## src/rtl/crossbar_slave_arbiter.sv

```systemverilog
// Per-slave-port arbiter and sequencer for the 2-master/2-slave crossbar.
// Latency: grant registered one edge after a hit; ack/rdata routed combinationally.
// Backpressure: grant held until slave_ack or abort (optional watchdog: ARB_TIMEOUT_EN).
module crossbar_slave_arbiter #(
  parameter logic SLAVE_SEL      = 1'b0,
  parameter int   ADDR_W         = 32,
  parameter int   DATA_W         = 32,
  parameter int   TIMEOUT_CYCLES = 16
) (
  input  logic              clk,
  input  logic              rst_n,
  input  logic              master_1_req,
  input  logic [ADDR_W-1:0] master_1_addr,
  input  logic [DATA_W-1:0] master_1_wdata,
  input  logic              master_1_cmd,
  input  logic              master_2_req,
  input  logic [ADDR_W-1:0] master_2_addr,
  input  logic [DATA_W-1:0] master_2_wdata,
  input  logic              master_2_cmd,
  output logic              master_1_ack,
  output logic              master_2_ack,
  output logic [DATA_W-1:0] master_1_rdata,
  output logic [DATA_W-1:0] master_2_rdata,
  output logic              slave_req,
  output logic [ADDR_W-1:0] slave_addr,
  output logic [DATA_W-1:0] slave_wdata,
  output logic              slave_cmd,
  input  logic              slave_ack,
  input  logic [DATA_W-1:0] slave_rdata,
  output logic [1:0]        grant,
  output logic              timeout_err
);

  // State encoding matches the one-hot grant layout (bit0 = M1, bit1 = M2).
  localparam logic [1:0] ST_IDLE   = 2'b00;
  localparam logic [1:0] ST_GNT_M1 = 2'b01;
  localparam logic [1:0] ST_GNT_M2 = 2'b10;

  // Round-robin pointer: which master completed (or lost) the grant most recently.
  localparam logic LAST_M1 = 1'b0;
  localparam logic LAST_M2 = 1'b1;

  logic [1:0] state;
  logic [1:0] state_nxt;
  logic       last;
  logic       last_nxt;
  logic       hit_1;
  logic       hit_2;
  logic       tout_limit;

  // A watchdog limit below 2 cannot be honoured; an illegal value shows up as
  // this named block in the elaborated hierarchy.
  if (TIMEOUT_CYCLES < 2) begin : g_timeout_cycles_invalid
  end

  assign hit_1 = master_1_req && (master_1_addr[ADDR_W-1] == SLAVE_SEL);
  assign hit_2 = master_2_req && (master_2_addr[ADDR_W-1] == SLAVE_SEL);

`ifdef ARB_TIMEOUT_EN
  localparam int CNT_W = $clog2(TIMEOUT_CYCLES + 1);

  logic [CNT_W-1:0] tout_cnt;
  logic             tout_fire;
  logic             tout_err_q;

  // The limit is hit on the last allowed GNT cycle, so the grant lasts exactly
  // TIMEOUT_CYCLES cycles before the FSM gives up.
  assign tout_limit = (tout_cnt == CNT_W'(TIMEOUT_CYCLES - 1));

  // A timeout only fires when neither ack nor abort takes precedence.
  assign tout_fire = tout_limit && !slave_ack &&
                     (((state == ST_GNT_M1) && master_1_req) ||
                      ((state == ST_GNT_M2) && master_2_req));

  // Count GNT cycles without ack; restart on every new grant.
  always_ff @(posedge clk) begin
    if (!rst_n) begin
      tout_cnt <= '0;
    end else if ((state == ST_IDLE) || (state_nxt != state)) begin
      tout_cnt <= '0;
    end else begin
      tout_cnt <= tout_cnt + CNT_W'(1);
    end
  end

  // One-cycle error pulse in the cycle after the watchdog drops the grant.
  always_ff @(posedge clk) begin
    if (!rst_n) begin
      tout_err_q <= 1'b0;
    end else begin
      tout_err_q <= tout_fire;
    end
  end

  assign timeout_err = tout_err_q;
`else
  assign tout_limit  = 1'b0;
  assign timeout_err = 1'b0;
`endif

  // Next-state and round-robin pointer update.
  always_comb begin
    state_nxt = state;
    last_nxt  = last;
    case (state)
      ST_IDLE: begin
        if (hit_1 && hit_2) begin
          state_nxt = (last == LAST_M1) ? ST_GNT_M2 : ST_GNT_M1;
        end else if (hit_1) begin
          state_nxt = ST_GNT_M1;
        end else if (hit_2) begin
          state_nxt = ST_GNT_M2;
        end
      end
      ST_GNT_M1: begin
        if (slave_ack) begin
          // Never re-grant the same master straight away.
          last_nxt  = LAST_M1;
          state_nxt = hit_2 ? ST_GNT_M2 : ST_IDLE;
        end else if (!master_1_req) begin
          last_nxt  = LAST_M1;
          state_nxt = ST_IDLE;
        end else if (tout_limit) begin
          last_nxt  = LAST_M1;
          state_nxt = ST_IDLE;
        end
      end
      ST_GNT_M2: begin
        if (slave_ack) begin
          last_nxt  = LAST_M2;
          state_nxt = hit_1 ? ST_GNT_M1 : ST_IDLE;
        end else if (!master_2_req) begin
          last_nxt  = LAST_M2;
          state_nxt = ST_IDLE;
        end else if (tout_limit) begin
          last_nxt  = LAST_M2;
          state_nxt = ST_IDLE;
        end
      end
      default: begin
        state_nxt = ST_IDLE;
      end
    endcase
  end

  // FSM, pointer and grant registers; reset leaves M1 the winner of the first tie.
  always_ff @(posedge clk) begin
    if (!rst_n) begin
      state <= ST_IDLE;
      last  <= LAST_M2;
      grant <= 2'b00;
    end else begin
      state <= state_nxt;
      last  <= last_nxt;
      grant <= state_nxt;
    end
  end

  // Request path to the slave and response path back, selected by the current grant.
  always_comb begin
    slave_req      = 1'b0;
    slave_addr     = '0;
    slave_wdata    = '0;
    slave_cmd      = 1'b0;
    master_1_ack   = 1'b0;
    master_2_ack   = 1'b0;
    master_1_rdata = '0;
    master_2_rdata = '0;
    case (state)
      ST_GNT_M1: begin
        slave_req      = master_1_req;
        slave_addr     = master_1_addr;
        slave_wdata    = master_1_wdata;
        slave_cmd      = master_1_cmd;
        master_1_ack   = slave_ack;
        master_1_rdata = slave_rdata;
      end
      ST_GNT_M2: begin
        slave_req      = master_2_req;
        slave_addr     = master_2_addr;
        slave_wdata    = master_2_wdata;
        slave_cmd      = master_2_cmd;
        master_2_ack   = slave_ack;
        master_2_rdata = slave_rdata;
      end
      default: begin
      end
    endcase
  end

endmodule
```

## config.mk

```make
export PLATFORM = sky130hd
export DESIGN_NAME = crossbar_slave_arbiter
export DESIGN_NICKNAME = d
export VERILOG_FILES = /design/src/rtl/crossbar_slave_arbiter.sv
export SDC_FILE = /design/constraint.sdc
export NUM_CORES = 1
export LEC_CHECK = 0
export BUFFER_PORTS_ARGS = -buffer_cell sky130_fd_sc_hd__buf_2
export CAP_MARGIN = 0
export CORE_AREA = 2 2 118 120
export CTS_CLUSTER_SIZE = 12
export DETAILED_ROUTE_END_ITERATION = 10
export DIE_AREA = 0 0 120 122
export PLACE_DENSITY_LB_ADDON = 0.2
export SYNTH_ARGS = -nofsm -noshare
export SYNTH_HDL_FRONTEND = slang
export SYNTH_SLANG_ARGS = --single-unit
export TNS_END_PERCENT = 5
```

## constraint.sdc

```tcl
create_clock -name clk -period 2.7 [get_ports clk]
set_clock_uncertainty 0.1 [all_clocks]
set_input_delay 0.405 -clock clk [delete_from_list [all_inputs] [get_ports clk]]
set_output_delay 0.405 -clock clk [all_outputs]
set_load 0.1 [all_outputs]
```

* Word level (Yosys, flattened, before mapping)
Cells that the tools add are included.
** Storage, ports and cells
- Logic and storage cells :: 40
- Register bits after elaboration :: 3
- Output and inout bits :: 135
- Input port bits :: 167
** Cells by class
- Reduce and logical (&&, ||, !) cells :: 7
- Equal/unequal tests :: 5
- Bitwise operators :: 2
- Multiplexer cells :: 24
** Operator list (count)
- case mux 32 bit (2 select lines) :: 2
- two-way mux 32 bit :: 2
- two-way mux 2 bit :: 9
- two-way mux 1 bit :: 7
- != test 3 bit, second input constant :: 2
- case mux 1 bit (2 select lines) :: 3
- case mux 2 bit (3 select lines) :: 1
- AND reduction 3 bit :: 2
- != test 4 bit, second input constant :: 1
- logical AND 1 bit :: 3
- equality test 2 x 1 -> 1 bit, second input constant :: 1
- equality test 2 bit, second input constant :: 1
- zero test 2 bit :: 1
- inverter 1 bit :: 2
- nonzero test 2 bit :: 1

* Depth between registers and ports, before layout
Gate-level depths: netlist of the first run.
- Depth in word-level cells :: 6
- Gate-level depth with buffers :: 7
- Depth with buffers taken out :: 6

* Worst setup path after synthesis of the first run
OpenSTA, ideal clock, no wires.
- Path type :: reg-to-output
- Start :: reg state[0]
- End :: out slave_addr[0]
- Stages on the path, launching flop included :: 6
- Setup slack :: -1105 ps
- Arrival time :: 3300 ps
- Required time :: 2195 ps
- Path buffers :: 2
- Cells stage by stage :: dfxtp_1 -> inv_1 -> ha_1 -> clkbuf_1 -> clkbuf_1 -> nor2b_1
** Between the ends
- Cells in the longest elaborated chain, start to end :: 2
- Elaborated cells between the ends (all ways) :: 3
- Classes of those cells :: eq/ne (2); mux (1)
** RTL lines
- start, declared :: line 43 : logic [1:0] state;
- start signal, assigned :: line 153 : state <= state_nxt;
- equality test 2 bit / equality test 2 x 1 -> 1 bit (equally long branches) :: line 169 : case (state)
- case mux 32 bit (2 select lines) (*) :: line 169
- end, declared :: line 25 : output logic [ADDR_W-1:0] slave_addr,
Mark *: on every way between the ends. The rest lies on a longest branch, timed or not.

* Final worst setup path of the first run
- Start :: reg state[0]
- End :: out master_2_rdata[6]
** Between the ends
- Cells in the longest elaborated chain, start to end :: 2
** RTL lines
- equality test 2 bit :: line 169
- two-way mux 32 bit :: line 169
- end, declared :: line 23 : output logic [DATA_W-1:0] master_2_rdata,
Every way passes these cells.

==> results.json, run 1 <==
{
  "port_buffers": 300,
  "grt_pass1_wl_um": 15300,
  "ys.warnings.count": 0,
  "ir_drop_uv": 137,
  "io_pins": 302,
  "antenna_found_initial": 1,
  "p_int_mw": 0.794,
  "slew_headroom": 0.661,
  "synthCells": 257,
  "synth_cell_type_count": 24,
  "num_vias": 2973,
  "power.switching_mw": 0.908,
  "fill_cells": 1300,
  "tns_ns": 0,
  "path_max_fanout": 52,
  "grt-ovfl-total": 0,
  "p_per_area_mw_per_mm2": 295,
  "core_area_mm2": 0.0135,
  "yosys_register_bits": 3,
  "drive_above_1_share": 0.791,
  "power_leakage_nw": 2.39,
  "seq_power_share": 0.031,
  "dp_hpwl_um": 8930,
  "rsz0062_at_grt": "no",
  "cpPeakStageDelay_ns": 0.42,
  "critPathKind": "flip-flop to output port",
  "post-route-period-util": 0.908,
  "drt-initial-drc-count": 54,
  "routed_wl_um": 10300,
  "drt-vias-per-instance": 4.14,
  "cp_slowest_cell": "buf_2",
  "synth_area_per_cell_um2": 6.66,
  "post_cts_resized": 0,
  "finalHoldViolations": 0,
  "cts_buffers": 3,
  "cts_setup_buffers": 0,
  "fin_nets": 709,
  "tightest_slew_ns": 0.512,
  "grt_use_total": 0.131,
  "postCtsHoldBufs": 0,
  "cts_buffer_depth": 2,
  "fmax_mhz": 408,
  "min_period_ns": 2.45,
  "die_h_um": 122,
  "hold_path_class": "primary input to flip-flop",
  "start_util": 0.127,
  "outcome": "completed",
  "layout-area-overhead-vs-synth_pct": 237,
  "clockRootBuffer": "clkbuf_16",
  "final.setup.worst_slack_ns": 0.249,
  "power_mw": 1.70,
  "row_count": 43,
  "drtPass1Iterations": 4,
  "drc": 0,
  "max-cap-violations": 0,
  "ys_seq_area_frac": 0.0351,
  "clock-sinks": 3,
  "utilization": 0.428,
  "die_w_um": 120,
  "path_clk_slew_ns": 0.03,
  "setup_violations": 0,
  "worstSetupEndpointType": "output port",
  "p_comb_frac": 0.830,
  "place_ws_ns": 0.465,
  "final_common_cell": "buf_2",
  "critPathArrivalTime_ns": 1.95,
  "crit_chain": "inv_1, ha_4, buf_12, and2_1, buf_2",
  "clkPwrFrac": 0.139,
  "swShare": 0.533,
  "insertion_delay_ns": 0.23,
  "finalHoldWorstSlack_ns": 0.364,
  "required_ns": 2.19,
  "cts_tree": "yes",
  "ant_nets": 0,
  "grt_pass1_vias": 3083,
  "final_cell_mix": "buf_2, buf_12, a22oi_1",
  "wl_per_cell_um": 14.3,
  "crit_path_start_kind": "flip-flop",
  "routabilityCongestion": 0.783,
  "grt_max_degree": 53,
  "slew_violations": 0,
  "cts.htree.levels": 1,
  "synth_nets": 428,
  "netlist_area_mm2": 0.00171,
  "die_area_mm2": 0.0146
}
-- Yosys cell counts --
| library cell | count | share of area |
|---|---|---|
| a21oi_1 | 1 | 0.0029 |
| conb_1 | 1 | 0.0022 |
| o21ai_0 | 1 | 0.0029 |
| a22oi_4 | 1 | 0.012 |
| and2_1 | 64 | 0.23 |
| nor2_2 | 1 | 0.0037 |
| buf_2 | 2 | 0.0058 |
| a31o_1 | 2 | 0.010 |
| buf_4 | 2 | 0.0088 |
| a221o_1 | 1 | 0.0058 |
| clkbuf_1 | 21 | 0.046 |
| nand3_1 | 1 | 0.0029 |
| a2111oi_2 | 2 | 0.018 |
| nor2b_1 | 66 | 0.24 |
| nand2b_1 | 3 | 0.011 |
| a22oi_1 | 65 | 0.28 |
| buf_1 | 4 | 0.0088 |
| inv_1 | 5 | 0.011 |
| dfxtp_1 | 3 | 0.035 |
| buf_6 | 1 | 0.0066 |
| nand2_1 | 4 | 0.0088 |
| ha_1 | 4 | 0.029 |
| and2_4 | 1 | 0.0051 |
| or2_1 | 1 | 0.0037 |
-- sequential cells by signal, summed over array words and instances, names as in the netlist --
signal,count
last,1
state,2
-- power groups by stage --
stage	clock network (mW)	logic (mW)	registers (mW)
2_1_floorplan	0	0.905	0.0684
6_report	0.237	1.41	0.0530
5_1_grt	0.241	1.47	0.0539
3_3_place_gp	0	1.41	0.0529
3_5_place_dp	0	1.43	0.0536
4_1_cts	0.239	1.43	0.0531
-- layer usage --
layer | vias up | global-route usage | wire length [um]
met4 | 0 | 0.0272 | 88
met5 | - | 0 | 0
li1 | 1447 | - | -
met3 | 6 | 0.0370 | 1030
met1 | 1355 | 0.129 | 3480
met2 | 165 | 0.268 | 5700
-- layout make-up --
cell class / instances / area (um2) / area share
inverter: 5 / 18.8 / 0.00325
clock buffer: 4 / 78.8 / 0.0136
antenna: 1 / 2.50 / 0.000433
sequential: 3 / 67.6 / 0.0117
multi-input combinational: 219 / 2050 / 0.354
tap: 180 / 225 / 0.0390
timing repair buffer: 306 / 3340 / 0.578
-- path summary, 6_finish.rpt --
| check | slack (ns) | from | endpoint | cells after the start |
|---|---|---|---|---|
| worst max register to register | 0.61 | state[0] | last | 6 |
| worst min-delay path | 0.36 | rst_n | state[1] | 2 |
| worst min register to register | 0.42 | state[0] | state[0] | 1 |
| worst max-delay path | 0.25 | state[0] | master_2_rdata[6] | 5 |
-- stage by stage --
step	cell area, um2	std cells
after global routing	5780	718
after floorplan	2240	257
after detailed placement	5690	713
after global placement	5690	713
after CTS	5770	717
final	5780	718
-- critical path, delay by kind of cell (launching register included) --
| family | cells | cell delay, ns |
|---|---|---|
| adders and majority gates | 1 | 0.36 |
| buffers and inverters | 3 | 0.82 |
| DFF | 1 | 0.35 |
| and+or+nand+nor | 1 | 0.15 |
-- logic make-up after synthesis --
| logic type | after synthesis | share of synthesized area |
|---|---|---|
| compound gates | 73 | 0.337 |
| flops | 3 | 0.0351 |
| other cells | 1 | 0.00219 |
| fa+ha+maj | 4 | 0.0292 |
| buf+inv | 35 | 0.0869 |
| simple gates | 141 | 0.510 |
No activity file was read; power rests on OpenSTA's default activity.
==> inputs of run 2 (changes only) <==
==> constraint.sdc (replaced) <==
create_clock -name clk -period 2.14 [get_ports clk]
set_clock_uncertainty 0.1 [all_clocks]
set_input_delay 0.321 -clock clk [delete_from_list [all_inputs] [get_ports clk]]
set_output_delay 0.321 -clock clk [all_outputs]
set_load 0.1 [all_outputs]
==> run 2 against run 1 <==
Net effect:
- final cell count increased by 0.28%
- flip-flop and latch count stayed put
- total power increased by 34%
- hold slack worse by 0.078 ns
- die area unchanged
- setup slack worse by 0.21 ns
- critical path type unchanged
- largest power group unchanged
- highest routed layer unchanged
==> results.json, run 2 (same netlist as run 1, synthesis figures left out) <==
{
  "outcome": "completed",
  "num_vias": 3034,
  "grt_max_degree": 70,
  "largest_reg_flops": 2,
  "cts.htree.levels": 1,
  "core_area_mm2": 0.0135,
  "grt_pass1_wl_um": 15500,
  "final_common_cell": "buf_2",
  "p_per_area_mw_per_mm2": 369,
  "utilization": 0.457,
  "path_max_fanout": 36,
  "min_period_ns": 2.10,
  "required_ns": 1.72,
  "cts_setup_buffers": 0,
  "critPathLaunch": "state[0]",
  "postCtsHoldBufs": 0,
  "routabilityCongestion": 0.736,
  "path_clk_slew_ns": 0.03,
  "clockRootBuffer": "clkbuf_16",
  "rr_endpoint": "state[0]",
  "port_buffers": 300,
  "hold_depth": 2,
  "drt-initial-drc-count": 57,
  "ant_nets": 0,
  "layout-area-overhead-vs-synth_pct": 260,
  "row_count": 43,
  "drive_above_1_share": 0.800,
  "worstRegToRegCells": 7,
  "place_ws_ns": 0.204,
  "power_leakage_nw": 2.49,
  "insertion_delay_ns": 0.23,
  "cts_buffers": 3,
  "regArea_um2": 67.6,
  "fmax_mhz": 477,
  "fill_cells": 1220,
  "routed_wl_um": 11000,
  "post-place-cells": 713,
  "rsz0062_at_grt": "yes",
  "r2r-start": "state[0]",
  "drtPass1Iterations": 4,
  "antenna_found_initial": 0,
  "ir_drop_uv": 217,
  "cts_buffer_depth": 2,
  "critPathKind": "flip-flop to output port",
  "die_area_mm2": 0.0146,
  "finalHoldViolations": 0,
  "wl_per_cell_um": 15.2,
  "grt_use_total": 0.131,
  "critPathArrivalTime_ns": 1.68,
  "reg_top3": "state (2), last (1)",
  "setup_violations": 0,
  "worstSetupEndpointType": "output port",
  "worstHoldStart": "rst_n",
  "tightest_slew_ns": 0.512,
  "fin_nets": 712,
  "crit_end": "slave_wdata[15]",
  "die_h_um": 122,
  "start_util": 0.127,
  "final_cells": 720,
  "slew_violations": 0,
  "hold_path_class": "primary input to flip-flop",
  "drc": 0,
  "final.setup.worst_slack_ns": 0.0417,
  "r2r_slack_ns": 0.23,
  "drt-vias-per-instance": 4.21,
  "grt_pass1_vias": 3159,
  "post-route-period-util": 0.981,
  "slew_headroom": 0.661,
  "cts_tree": "yes",
  "dp_hpwl_um": 8440,
  "clock-sinks": 3,
  "regMostFlops": "state",
  "die_w_um": 120,
  "max-cap-violations": 0,
  "grt-ovfl-total": 0,
  "crit_path_start_kind": "flip-flop",
  "num_antenna_cells": 0,
  "final_cell_mix": "buf_2, buf_12, nor2b_4",
  "multi_input_area_mm2": 0.00210,
  "io_pins": 302
}
-- run 2: worst min path at each step --
stage / endpoint / slack, ns
3_3_place_gp: last / 0.39
5_1_grt: state[1] / 0.29
2_1_floorplan: state[0] / 0.36
3_5_place_dp: state[1] / 0.41
6_report: state[1] / 0.29
4_1_cts: state[0] / 0.29
-- run 2: layer usage --
layer | vias to the layer above | wire length, um | GRT usage
met2 | 182 | 6080 | 0.261
li1 | 1452 | - | -
met1 | 1385 | 3730 | 0.134
met4 | 0 | 182 | 0.0324
met5 | - | 0 | 0
met3 | 15 | 960 | 0.0332
-- run 2: layout make-up --
type | instances | share of cell area
multi-input combinational | 219 | 0.340
sequential | 3 | 0.0110
tap | 180 | 0.0365
inverter | 5 | 0.00304
timing repair buffer | 309 | 0.597
clock buffer | 4 | 0.0128
-- run 2: critical path, stage by stage, from the launching register on --
cell and delay [ns]:
dfxtp_4 0.37, inv_1 0.11, ha_4 0.22, buf_12 0.17
a22oi_1 0.32, nor2b_4 0.08, buf_12 0.17
-- run 2: what timing repair did --
item / 4_1_cts / 5_1_grt
pin swaps: 0 / 1
hold endpoints to repair: 0 / 0
endpoints found under the setup margin: 14 / 75
cloned: 1 / 2
resized for setup: 1 / 6
-- run 2: power by group --
group,internal (mW),switching [mW]
Combinational,0.779,1.13
Clock,0.246,0.0531
Sequential,0.0607,0.00716
-- run 2: stage by stage --
step	hold slack (ns)	area (um2)	TNS, ns	total power [mW]
finish	0.286	6170	0	2.27
global route	0.292	6170	-0.375	2.37
CTS	0.286	6080	-0.0199	2.25
detailed placement	0.413	5970	0	1.93
global placement	0.388	5970	0	1.92
floorplan	0.363	2290	-11.44	1.25
